--- config.mk ---
export PLATFORM = sky130hd
export DESIGN_NAME = scale_fade_pipe
export DESIGN_NICKNAME = d
export VERILOG_FILES = /design/src/rtl/color_pkg.sv /design/src/rtl/scale_fade_ch.sv /design/src/rtl/scale_fade_pipe.sv
export SDC_FILE = /design/constraint.sdc
export NUM_CORES = 1
export LEC_CHECK = 0
export ABC_AREA = 0
export CAP_MARGIN = 40
export CORE_MARGIN = 2
export CORE_UTILIZATION = 55
export DETAILED_ROUTE_END_ITERATION = 10
export GPL_ROUTABILITY_DRIVEN = 1
export GPL_TIMING_DRIVEN = 0
export PLACE_DENSITY = 0.79
export SLEW_MARGIN = 20
export SYNTH_ARGS = -nofsm -noshare
export SYNTH_HDL_FRONTEND = slang
export SYNTH_SLANG_ARGS = --single-unit
--- constraint.sdc ---
create_clock -name clk -period 8.3 [get_ports clk]
set_input_delay 2.075 -clock clk [delete_from_list [all_inputs] [get_ports clk]]
set_output_delay 2.075 -clock clk [all_outputs]
set_load 0.01 [all_outputs]
--- src/rtl/color_pkg.sv ---
// Shared widths, gain constants, pixel/gain typedefs and the fade FSM state encoding
// for the runtime-gain pixel scaler.
package color_pkg;
  localparam int CH_W     = 8;
  localparam int NUM_CH   = 3;
  localparam int GAIN_W   = 8;
  localparam int GAIN_ONE = 1 << GAIN_W;

  typedef logic [NUM_CH*CH_W-1:0] pixel_t;
  typedef logic [GAIN_W:0]        gain_t;

  typedef enum logic [1:0] {
    IDLE      = 2'd0,
    RAMP_UP   = 2'd1,
    RAMP_DOWN = 2'd2
  } fade_state_t;
endpackage

--- src/rtl/scale_fade_ch.sv ---
// One colour channel: (ch * gain) >> GAIN_W, saturated to the channel range.
// Build option SCALE_FADE_ROUND_EN: round-half-up before the shift instead of truncating.
module scale_fade_ch
  import color_pkg::*;
#(
  parameter int CH_W   = color_pkg::CH_W,
  parameter int GAIN_W = color_pkg::GAIN_W
) (
  input  logic [CH_W-1:0] ch,
  input  logic [GAIN_W:0] gain,
  output logic [CH_W-1:0] res
);
  // One spare bit above the raw product keeps the rounding carry.
  localparam int PW = CH_W + GAIN_W + 2;

  logic [PW-1:0]        prod;
  logic [PW-1:0]        sum;
  logic [PW-GAIN_W-1:0] shifted;

  assign prod = PW'(ch) * PW'(gain);
`ifdef SCALE_FADE_ROUND_EN
  assign sum  = prod + PW'(1 << (GAIN_W - 1));
`else
  assign sum  = prod;
`endif
  assign shifted = sum[PW-1:GAIN_W];
  assign res     = (shifted[PW-GAIN_W-1:CH_W] != '0) ? '1 : shifted[CH_W-1:0];
endmodule

--- src/rtl/scale_fade_pipe.sv ---
// Two-stage valid/ready pixel scaler with a runtime gain that ramps toward a target per fade_tick.
// Build option SCALE_FADE_ROUND_EN selects round-half-up in the channel arithmetic.
module scale_fade_pipe
  import color_pkg::*;
#(
  parameter int CH_W       = color_pkg::CH_W,
  parameter int NUM_CH     = color_pkg::NUM_CH,
  parameter int GAIN_W     = color_pkg::GAIN_W,
  parameter int RESET_GAIN = 256
) (
  input  logic                   clk,
  input  logic                   rst,
  input  logic                   in_valid,
  output logic                   in_ready,
  input  logic [NUM_CH*CH_W-1:0] in_pixel,
  output logic                   out_valid,
  input  logic                   out_ready,
  output logic [NUM_CH*CH_W-1:0] out_pixel,
  input  logic                   fade_start,
  input  logic [GAIN_W:0]        fade_target,
  input  logic [GAIN_W:0]        fade_step,
  input  logic                   fade_tick,
  output logic                   fade_busy,
  output logic [GAIN_W:0]        cur_gain
);
  localparam int STAGES = 2;
  localparam logic [GAIN_W:0] G_ONE = (GAIN_W+1)'(1 << GAIN_W);
  localparam logic [GAIN_W:0] G_RST = (GAIN_W+1)'(RESET_GAIN);

  // ---------------- pipeline ----------------
  logic                               en;
  logic [STAGES:1]                    vld_pipe;
  logic [NUM_CH-1:0][CH_W-1:0]        s1_pix;
  logic [GAIN_W:0]                    s1_gain;
  logic [NUM_CH-1:0][CH_W-1:0]        scaled;
  logic [NUM_CH-1:0][CH_W-1:0]        out_pix;

  assign en        = !vld_pipe[STAGES] || out_ready;
  assign in_ready  = en;
  assign out_valid = vld_pipe[STAGES];
  assign out_pixel = out_pix;

  // Whole pipe advances together; a bubble in S1 still waits behind a stalled output.
  always_ff @(posedge clk or posedge rst) begin
    if (rst) begin
      vld_pipe <= '0;
      s1_pix   <= '0;
      s1_gain  <= '0;
      out_pix  <= '0;
    end else if (en) begin
      vld_pipe <= {vld_pipe[STAGES-1:1], in_valid};
      if (in_valid) begin
        s1_pix  <= in_pixel;
        s1_gain <= cur_gain;
      end
      if (vld_pipe[1]) out_pix <= scaled;
    end
  end

  for (genvar g = 0; g < NUM_CH; g++) begin : g_ch
    scale_fade_ch #(.CH_W(CH_W), .GAIN_W(GAIN_W)) u_ch (
      .ch   (s1_pix[g]),
      .gain (s1_gain),
      .res  (scaled[g])
    );
  end

  // ---------------- fade FSM ----------------
  fade_state_t     state, state_nxt;
  logic [GAIN_W:0] gain_nxt, tgt, tgt_nxt, step, step_nxt, tgt_clamp;

  assign tgt_clamp = (fade_target > G_ONE) ? G_ONE : fade_target;
  assign fade_busy = (state != IDLE);

  always_ff @(posedge clk or posedge rst) begin
    if (rst) begin
      state    <= IDLE;
      cur_gain <= G_RST;
      tgt      <= G_RST;
      step     <= '0;
    end else begin
      state    <= state_nxt;
      cur_gain <= gain_nxt;
      tgt      <= tgt_nxt;
      step     <= step_nxt;
    end
  end

  // A start always wins over a same-cycle tick and retargets from the present gain.
  always_comb begin
    state_nxt = state;
    gain_nxt  = cur_gain;
    tgt_nxt   = tgt;
    step_nxt  = step;
    if (fade_start) begin
      tgt_nxt  = tgt_clamp;
      step_nxt = fade_step;
      if (fade_step == '0 || tgt_clamp == cur_gain) begin
        gain_nxt  = tgt_clamp;
        state_nxt = IDLE;
      end else if (tgt_clamp > cur_gain) begin
        state_nxt = RAMP_UP;
      end else begin
        state_nxt = RAMP_DOWN;
      end
    end else if (fade_tick) begin
      case (state)
        RAMP_UP: begin
          if (tgt - cur_gain <= step) begin
            gain_nxt  = tgt;
            state_nxt = IDLE;
          end else begin
            gain_nxt = cur_gain + step;
          end
        end
        RAMP_DOWN: begin
          if (cur_gain - tgt <= step) begin
            gain_nxt  = tgt;
            state_nxt = IDLE;
          end else begin
            gain_nxt = cur_gain - step;
          end
        end
        default: ;
      endcase
    end
  end
endmodule

==> run_results.csv, run 1 <==
group,metric,value,unit
timing,fmax,173.2,MHz
final_layout,area_delta_synth_final,12.72,%
timing,maxSlewHeadroom,0.4338,
pwr,leakagePower,0.006626,uW
floorplanning,start_util,0.5602,
yosys,yosysMostFrequentCell,"and2_1",
drt,wl_per_cell,17.82,um
clock_tree,clk_transition_reported_paths,0.08,ns
clock_tree,cts_tree,"yes",
drt,wirelength,29.05,mm
place,dp_hpwl,23.17,mm
critical_path,cpPeakStageDelay,0.53,ns
yosys,yosys_most_used_dff,"dfrtp_1",
critical_path,critPathCaptureType,"flip-flop",
yosys,yosysTopAreaCellShare,0.2166,
yosys,syn_inst,1255,
grt,grt_pass1_vias,9643,
grt,grt_pass1_wl,47.78,mm
yosys,yosys_warnings,0,
critical_path,setup.worst_path.start_class,"flip-flop",
floorplanning,die_h,150.1,um
drt,viasPerCell,5.677,
min_path,min-delay-start,"vld_pipe[1]",
yosys,syn-num-nets,1590,
yosys,synth-edff-count,0,
clock_tree,cts_sinks,88,
yosys,synth_top_area_cell,"fa_1",
yosys,ys_types,63,
drt,ant_nets,0,
critical_path,crit_start,"s1_gain[0]",
pwr,p_switching,2854,uW
critical_path,crit_slowest_cell,"or4_4",
yosys,synthArstFlopShare,1.000,
pwr,p_int,2782,uW
timing,fin_skew,0.009976,ns
final_layout,antenna_cells,0,
critical_path,critical_path_class,"reg2reg",
pwr,swShare,0.5064,
drt,drt_iter0_drc,544,
place,gp_congestion,0.8944,
floorplanning,core_area,20960,um2
final_layout,drive_gt1_frac,0.04280,
clock_tree,post_cts_buffers,0,
timing,hold_slack,0.5028,ns
timing,rsz0062_at_grt,"false",
yosys,yosys_register_bits,88,
timing,worst_slew_pin_slew,0.8494,ns
pwr,power_density,425.9,nW/um2
yosys,synth_commonest_cells,"and2_1, inv_1, ha_1",
timing,hold_viol,0,
grt,grtUsageTotal,0.2731,
clock_tree,ctsResizeCount,0,
grt,grt_max_degree,48,
clock_tree,cts_max_level,3,
yosys,synth.area.top_cells,"fa_1, dfrtp_1, ha_1, and2_1, inv_1",
min_path,hp-class,"reg2reg",
timing,setup-tns-final,0,ns
timing,drv_slew,0,
timing,final.min_clock_period,5.773,ns
final_layout,multi_input_comb_area,8747,um2
pwr,p_clk_frac,0.075,
grt,grt_antenna_before_repair,0,
final_layout,fillCellCount,1804,
clock_tree,cts_buffer_depth,2,
final_layout,design_area,13230,um2
yosys,syn-cell-area,11740,um2
critical_path,crit_top_cell,"fa_1",
place,dpl-instance-area,12950,um2
clock_tree,numCtsBuffers,9,
floorplanning,rows,53,
floorplanning,num_io_pins,84,
timing,fin_crit_sh,0.6956,
yosys,ys_seq_area_frac,0.1878,
drt,drt_pass1_iterations,5,
pwr,p_seq_frac,0.135,
timing,setup_viol,0,
floorplanning,die_width,150.1,um
critical_path,r2r_start,"s1_gain[0]",
critical_path,cp.arrival,5.98,ns
pwr,combPwrFrac,0.790,
critical_path,crit_fanout,10,
outcome,status,"finished clean",
run,cap_violations,0,
clock_tree,cts_hold_buf,0,
drt,drc,0,
pwr,irDropWorstVdd,0.2469,mV
final_layout,nets,1685,
critical_path,required,8.51,ns
grt,grt_overflow,0,
clock_tree,clk_latency,0.36,ns
critical_path,path_cells,"clkbuf_1 -> clkbuf_1 -> nand2_1 -> fa_1 -> fa_1 -> inv_1 -> fa_1 -> fa_1 -> ha_1 -> or4_4 -> o221ai_2 -> nand2_2 -> a41o_1 -> o31ai_4 -> xor2_2 -> a31oi_1",
final_layout,regArea,2205,um2
yosys,synth_area_per_cell,9.355,um2
place,port_buffers,83,
clock_tree,cts_root_buf,"clkbuf_16",
drt,vias,9254,
floorplanning,die_area,22530,um2
## power by group through the flow
stage	clock network (uW)	registers [uW]	logic, uW
floorplan	0	722	3340
global placement	0	760	4260
detailed placement	0	766	4430
CTS	426	758	4460
global route	445	780	5080
finish	421	762	4450
## flip-flops by register name, indices dropped and copies added (netlist names)
| register | cells |
|---|---|
| state | 2 |
| s1_pix | 24 |
| vld_pipe | 2 |
| step | 9 |
| cur_gain | 9 |
| tgt | 9 |
| out_pixel | 24 |
| s1_gain | 9 |
## cell usage in the layout (no fill, tap or decap), drive strengths merged, types with 8 or more instances in the layout
cell type and count:
fa 127, ha 160, clkbuf 48, nor2b 17, a21o 26, mux2 26, xnor2 27, nand2b 8
a31oi 24, nand2 83, inv 176, dfrtp 86, nand4 9, o21ai 57, nor2 48, nor3 15
a21oi 40, and2 175, clkdlybuf4s50 83, xor2 23
## kinds of logic after synthesis
logic type	after synthesis	synth area share
multiplexers	30	0.02835
AO/OA/AOI/OAI	205	0.1139
buffers and inverters	210	0.06714
flip-flops	88	0.1878
AND/OR/NAND/NOR	385	0.1771
adder cells (fa/ha/maj)	287	0.3871
XOR/XNOR	50	0.03858
## path summary, 6_finish.rpt
kind                            endpoint  slack [ns]  cells after the start
hold / removal               vld_pipe[2]        0.50                      2
setup reg to reg           out_pixel[13]        2.53                     16
min in group asynchronous         tgt[6]        2.11                      2
hold reg to reg              vld_pipe[2]        0.50                      2
setup / recovery           out_pixel[13]        2.53                     16
max in group asynchronous      s1_pix[5]        5.62                      3
## final cells by class
type / count / area share
multi-input cells: 957 / 0.6610
flip-flops and latches: 88 / 0.1666
repair buffers: 84 / 0.06486
inverters: 171 / 0.04888
well taps: 275 / 0.02600
clock buffers: 9 / 0.01702
plain buffers: 39 / 0.01106
clock inverters: 7 / 0.004633
## stage by stage
stage          setup slack [ns]  total power (uW)  std cells    util
2_1_floorplan             3.511              4064       1255       -
3_5_place_dp              2.632              5199       1614  0.6179
5_1_grt                   2.270              6306       1630  0.6315
6_report                  2.527              5636       1630  0.6315
4_1_cts                   2.587              5647       1630  0.6315
3_3_place_gp              2.365              5022       1613  0.6163
## routing by layer
metal  GRT usage  vias up  wire, um
li1            -     4321         -
met1      0.3430     4624     12110
met2      0.4838      255     14590
met3     0.03364       54      1443
met4      0.1000        0       911
met5           0        -         0
## worst max-delay path: cells and delay by family, from the launching register on
kind / cells / cell delay (ns)
AOI/OAI and AO/OA: 4 / 0.89
xor gates and xnor gates: 1 / 0.37
DFF: 1 / 0.44
adders and majority gates: 5 / 2.15
buffers and inverters: 3 / 0.94
and+or+nand+nor: 3 / 0.80
(Power assumes the default switching activity.)
==> inputs of run 2 (changes only) <==
PLACE_DENSITY = 0.82   (was 0.79)
clock period = 4.9 ns   (was 8.3 ns; I/O delays follow)
==> run 2 against run 1 <==
The run now ends with setup timing left. Routed wire length up 11%. Clock-buffer cell count is the same. Combinational power up 95%. Sequential power grew 72%. Clock power grew 82%. Core utilization grew 3.9 points. Sequential cell count did not move. Critical path depth decreased by 1. Cell count is 3.1% higher. Final area rose by 6.2%. Critical endpoint is now out_pixel[12]. Largest cell class unchanged. Largest power group unchanged.
==> run_results.csv, run 2 (same netlist as run 1, synthesis figures left out) <==
group,metric,value,unit
timing,setup_viol,7,
drt,vias,9754,
critical_path,critical_path_class,"reg2reg",
floorplanning,rows,53,
critical_path,cp_top_family,"adder cells",
grt,grt_max_degree,78,
floorplanning,core_area,20960,um2
clock_tree,clk_transition_reported_paths,0.07,ns
min_path,hp-class,"reg2reg",
place,dp_cells,1614,
final_layout,drive_gt1_frac,0.1246,
critical_path,required,5.10,ns
final_layout,mostFrequentLayoutCell,"and2_1",
run,cap_violations,0,
grt,grtUsageTotal,0.2772,
critical_path,crit_top_cell,"fa_1",
final_layout,instances_no_fill,1681,
pwr,leakagePower,0.006989,uW
clock_tree,numCtsBuffers,9,
place,port_buffers,83,
grt,grt_use_met2,0.4840,
critical_path,cp.arrival,5.21,ns
drt,wl_per_cell,19.11,um
timing,hold_slack,0.5018,ns
critical_path,crit_buf_inv,2,
timing,fin_ws,-0.1118,ns
timing,worst_slew_pin_slew,0.7931,ns
floorplanning,die_h,150.1,um
drt,ant_nets,0,
grt,grt_use_met1,0.3276,
outcome,status,"finished, violations left",
place,dp_hpwl,22.83,mm
timing,fin_skew,0.01433,ns
floorplanning,start_util,0.5602,
critical_path,critPathCaptureType,"flip-flop",
final_layout,nets,1734,
timing,drv_slew,0,
pwr,p_seq_frac,0.122,
grt,grt_most_used_layer,"met2",
timing,rsz0062_at_grt,"true",
pwr,p_clk_frac,0.071,
grt,grt_use_met3,0.04242,
grt,grt_pass1_vias,10210,
critical_path,r2r_slack,-0.11,ns
pwr,combPwrFrac,0.807,
floorplanning,die_area,22530,um2
grt,grt_overflow,0,
critical_path,path_cells,"clkbuf_16 -> nand2_1 -> fa_1 -> fa_1 -> inv_2 -> fa_1 -> fa_1 -> ha_4 -> or4_4 -> o221ai_4 -> nand2_2 -> a41o_1 -> o31ai_4 -> xor2_4 -> a31oi_1",
timing,final.min_clock_period,5.012,ns
timing,fin_crit_sh,1.023,
final_layout,final_util,0.6704,
timing,hold_viol,0,
grt,grt_antenna_before_repair,2,
timing,setup-tns-final,-0.5594,ns
pwr,p_int,5407,uW
critical_path,crit_slowest_cell,"fa_1",
floorplanning,num_io_pins,84,
drt,wirelength,32.12,mm
drt,drt_pass1_iterations,5,
grt,grt_pass1_wl,48.64,mm
final_layout,area_delta_synth_final,19.66,%
clock_tree,cts_sinks,88,
clock_tree,cts_root_buf,"clkbuf_16",
timing,maxSlewHeadroom,0.4713,
floorplanning,die_width,150.1,um
final_layout,layout_common_cells,"and2_1, inv_1, ha_1",
pwr,swShare,0.4975,
clock_tree,cts_buffer_depth,2,
critical_path,crit_fanout,7,
pwr,irDropWorstVdd,0.4139,mV
place,place_ws,-0.8182,ns
clock_tree,cts_max_level,3,
drt,drt_iter0_drc,530,
place,gp_congestion,0.9033,
critical_path,cpPeakStageDelay,0.57,ns
clock_tree,clk_latency,0.37,ns
drt,viasPerCell,5.802,
timing,fmax,199.5,MHz
drt,drc,0,
critical_path,setup.worst_path.start_class,"flip-flop",
clock_tree,cts_hold_buf,0,
pwr,p_switching,5353,uW
clock_tree,cts_tree,"yes",
pwr,power_density,766.0,nW/um2
outcome,violations,"setup timing",
## run 2: cell types whose count changed in the layout (fill, tap and decap cells not counted), sizes merged
cell,before,now
buf,1,56
diode,0,2
clkinv,1,0
clkbuf,48,42
bufinv,0,1
clkinvlp,1,2
inv,176,175
## run 2: layout make-up
type                       count  area (um2)
multi-input combinational    957        8940
fill                        1571        6907
sequential                    88        2223
timing repair buffer         136        1301
inverter                     171       650.6
tap                          275       344.1
buffer                        36       275.3
clock buffer                   9       225.2
clock inverter                 7       83.83
antenna                        2       5.005
## run 2: timing repair
action,in CTS,in global routing
pin swaps,8,39
cloned,0,2
buffers inserted,15,35
hold endpoints to repair,0,0
setup endpoints to repair,24,27
gates resized for setup,51,60
## run 2: tightest hold or removal path, delay by kind of cell, from the launching register on
kind | cells | cell delay [ns]
simple gates | 1 | 0.05
flops | 1 | 0.36
buf+inv | 1 | 0.05
## run 2: path summary, 6_finish.rpt
check / endpoint / cells after the start / startpoint
setup reg to reg: out_pixel[12] / 15 / s1_gain[5]
max in group asynchronous: s1_pix[13] / 3 / rst
setup / recovery: out_pixel[12] / 15 / s1_gain[5]
min in group asynchronous: step[6] / 2 / rst
hold / removal: vld_pipe[2] / 2 / vld_pipe[1]
hold reg to reg: vld_pipe[2] / 2 / vld_pipe[1]
## run 2: power groups by stage
| stage | Sequential, uW | Combinational, uW | Clock (uW) |
|---|---|---|---|
| final | 1310 | 8690 | 766 |
| after global routing | 1340 | 9680 | 799 |
| after global placement | 1280 | 7200 | 0 |
| after detailed placement | 1290 | 7490 | 0 |
| after floorplan | 1220 | 5660 | 0 |
| after CTS | 1270 | 7830 | 768 |
## run 2: routing by layer
metal / wire [um] / up-vias
li1: - / 4417
met1: 12280 / 4832
met2: 15860 / 380
met3: 2118 / 125
met4: 1861 / 0
met5: 0 / -
## run 2: stage by stage
stage                     cell area (um2)  power [uW]
after floorplan                     11740        6883
after global placement              12910        8482
after detailed placement            12950        8789
after CTS                           13530        9868
after global routing                14040       11810
final                               14050       10760
==> variant (flow settings as in run 2) <==
Make the reset (`rst`) synchronous in 2 clocked blocks.
--- a/src/rtl/scale_fade_pipe.sv
+++ b/src/rtl/scale_fade_pipe.sv
@@ -41,7 +41,7 @@
   assign out_pixel = out_pix;
 
   // Whole pipe advances together; a bubble in S1 still waits behind a stalled output.
-  always_ff @(posedge clk or posedge rst) begin
+  always_ff @(posedge clk) begin
     if (rst) begin
       vld_pipe <= '0;
       s1_pix   <= '0;
@@ -72,7 +72,7 @@
   assign tgt_clamp = (fade_target > G_ONE) ? G_ONE : fade_target;
   assign fade_busy = (state != IDLE);
 
-  always_ff @(posedge clk or posedge rst) begin
+  always_ff @(posedge clk) begin
     if (rst) begin
       state    <= IDLE;
       cur_gain <= G_RST;
Formal check against the unedited RTL: not equivalent (a bounded check fails within 4 cycles, from zero or initial values and one cycle with rst high; the reset may be asserted at any time).
==> variant against run 2 <==
- via count increased by 1.8%
- synthesized area decreased by 0.98%
- worst setup slack improved by 0.22 ns
- final area decreased by 3.5%
- maximum frequency increased by 4.6%
- critical path type unchanged
- count of clock-buffer cells in the layout unchanged
- wire length decreased by 2.0%
- highest routed layer unchanged
- sequential cell count unchanged
Power is left out: it rests on default switching activity, and per cell area and clock period it moved more than threefold.
==> variant: results (changes against run 2) <==
- Status: finished, final reports clean
- DP HPWL: 24,400 um (+6.9%)
- Final Skew: 0.0115 ns (-0.00282 ns)
- Synth async-reset ratio: 0% (-100 points)
- Dpl cell area: 12,800 um2 (-1.3%)
- Vias: 9,933 (+1.8%)
- Post-synth top flop: dfxtp_1
- Wire length of the first global-routing pass: 51,300 um (+5.5%)
- GR Util met3: 4.34% (+0.10 points)
- Mapped Cells: 1,344 (+7.1%)
- Fraction of layout cells with a size suffix above 1: 8.80% (-3.7 points)
- Synth area leaders: fa_1 22%, ha_1 17%, dfxtp_1 15%
- All-layer global routing usage: 29.3% (+1.6 points)
- WL met2: 15,500 um (-2.5%)
- Largest net degree at the start of global routing: 18 (-77%)
- Synth cell count leaders: 179 x and2_1, 165 x inv_1, 160 x ha_1
- R2r setup slk: 0.11 ns (+0.22 ns)
- Worst slew pin tran: 0.706 ns (-0.0868 ns)
- Cell count after placement: 1,700 (+5.3%)
- Worst path arrival time: 5.02 ns (-0.19 ns)
- Crit path max fanout: 10 (+3)
- Synth unique cells: 67 (+6.3%)
- Worst slack, placed: -0.706 ns (+0.113 ns)
- Sequential fraction of the synthesis area: 15.2% (-3.6 points)
- Vias in the first global route: 10,200 (-0.50%)
- Met1 Usage GRT: 36.7% (+3.9 points)
- GRT met2 Usage: 50.5% (+2.1 points)
- Average wire per standard cell: 18.3 um (-4.2%)
- Metal3 WL: 2360 um (+11%)
- DRT iter0 DRCs: 727 (+37%)
- Diode count: 0 (-2)
- Final net count: 1,774 (+2.3%)
- Worst reg2reg path depth: 18 (+3)
- Routability congestion estimate: 0.967 (+7.1%)
- Critical path endpoint: out_pixel[19]$_SDFFE_PP0P_
- Fmax: 209 MHz (+4.6%)
variant: cell count changes after synthesis, sizes merged, moves of 13 or more:
| cell | before | now |
|---|---|---|
| dfxtp | 0 | 88 |
| dfrtp | 86 | 0 |
| a21oi | 40 | 87 |
| nand2 | 83 | 129 |
| o21ai | 57 | 28 |
| mux2 | 26 | 0 |
| nor2 | 48 | 71 |
| a31oi | 24 | 6 |
| a211oi | 3 | 19 |
| clkbuf | 39 | 52 |
variant: layout make-up:
class                      instances  area (um2)
inverter                         166         623
sequential                        88        1810
clock buffer                       9         225
tap                              275         344
timing repair buffer              92         893
multi-input combinational       1031        9210
fill                            1677        7340
clock inverter                     7        60.1
buffer                            51         385
variant: cells by family (layout without fill, tap and decap cells):
group | count (synthesis) | in the layout | share of synthesized area [%]
AO/OA/AOI/OAI | 219 | 219 | 12.6
XOR/XNOR | 51 | 51 | 3.84
adder cells (fa/ha/maj) | 287 | 287 | 39.1
buffers and inverters | 225 | 325 | 7.82
flip-flops | 88 | 88 | 15.2
multiplexers | 10 | 10 | 0.861
AND/OR/NAND/NOR | 464 | 464 | 20.6
variant: worst min path at each step:
stage | endpoint | slack [ns] | cells after the start
after floorplan | vld_pipe[2]$_SDFFE_PP0N_ | 0.45 | 2
after global placement | out_pixel[7]$_SDFFE_PP0P_ | 0.47 | 2
after detailed placement | out_pixel[7]$_SDFFE_PP0P_ | 0.47 | 2
after CTS | out_pixel[7]$_SDFFE_PP0P_ | 0.48 | 2
after global routing | out_pixel[7]$_SDFFE_PP0P_ | 0.51 | 2
final | out_pixel[7]$_SDFFE_PP0P_ | 0.48 | 2
variant: what timing repair did:
action | in CTS | in global routing
endpoints found under the setup margin | 26 | 31
pin swaps | 3 | 23
resized for setup | 49 | 96
buffers inserted | 3 | 9
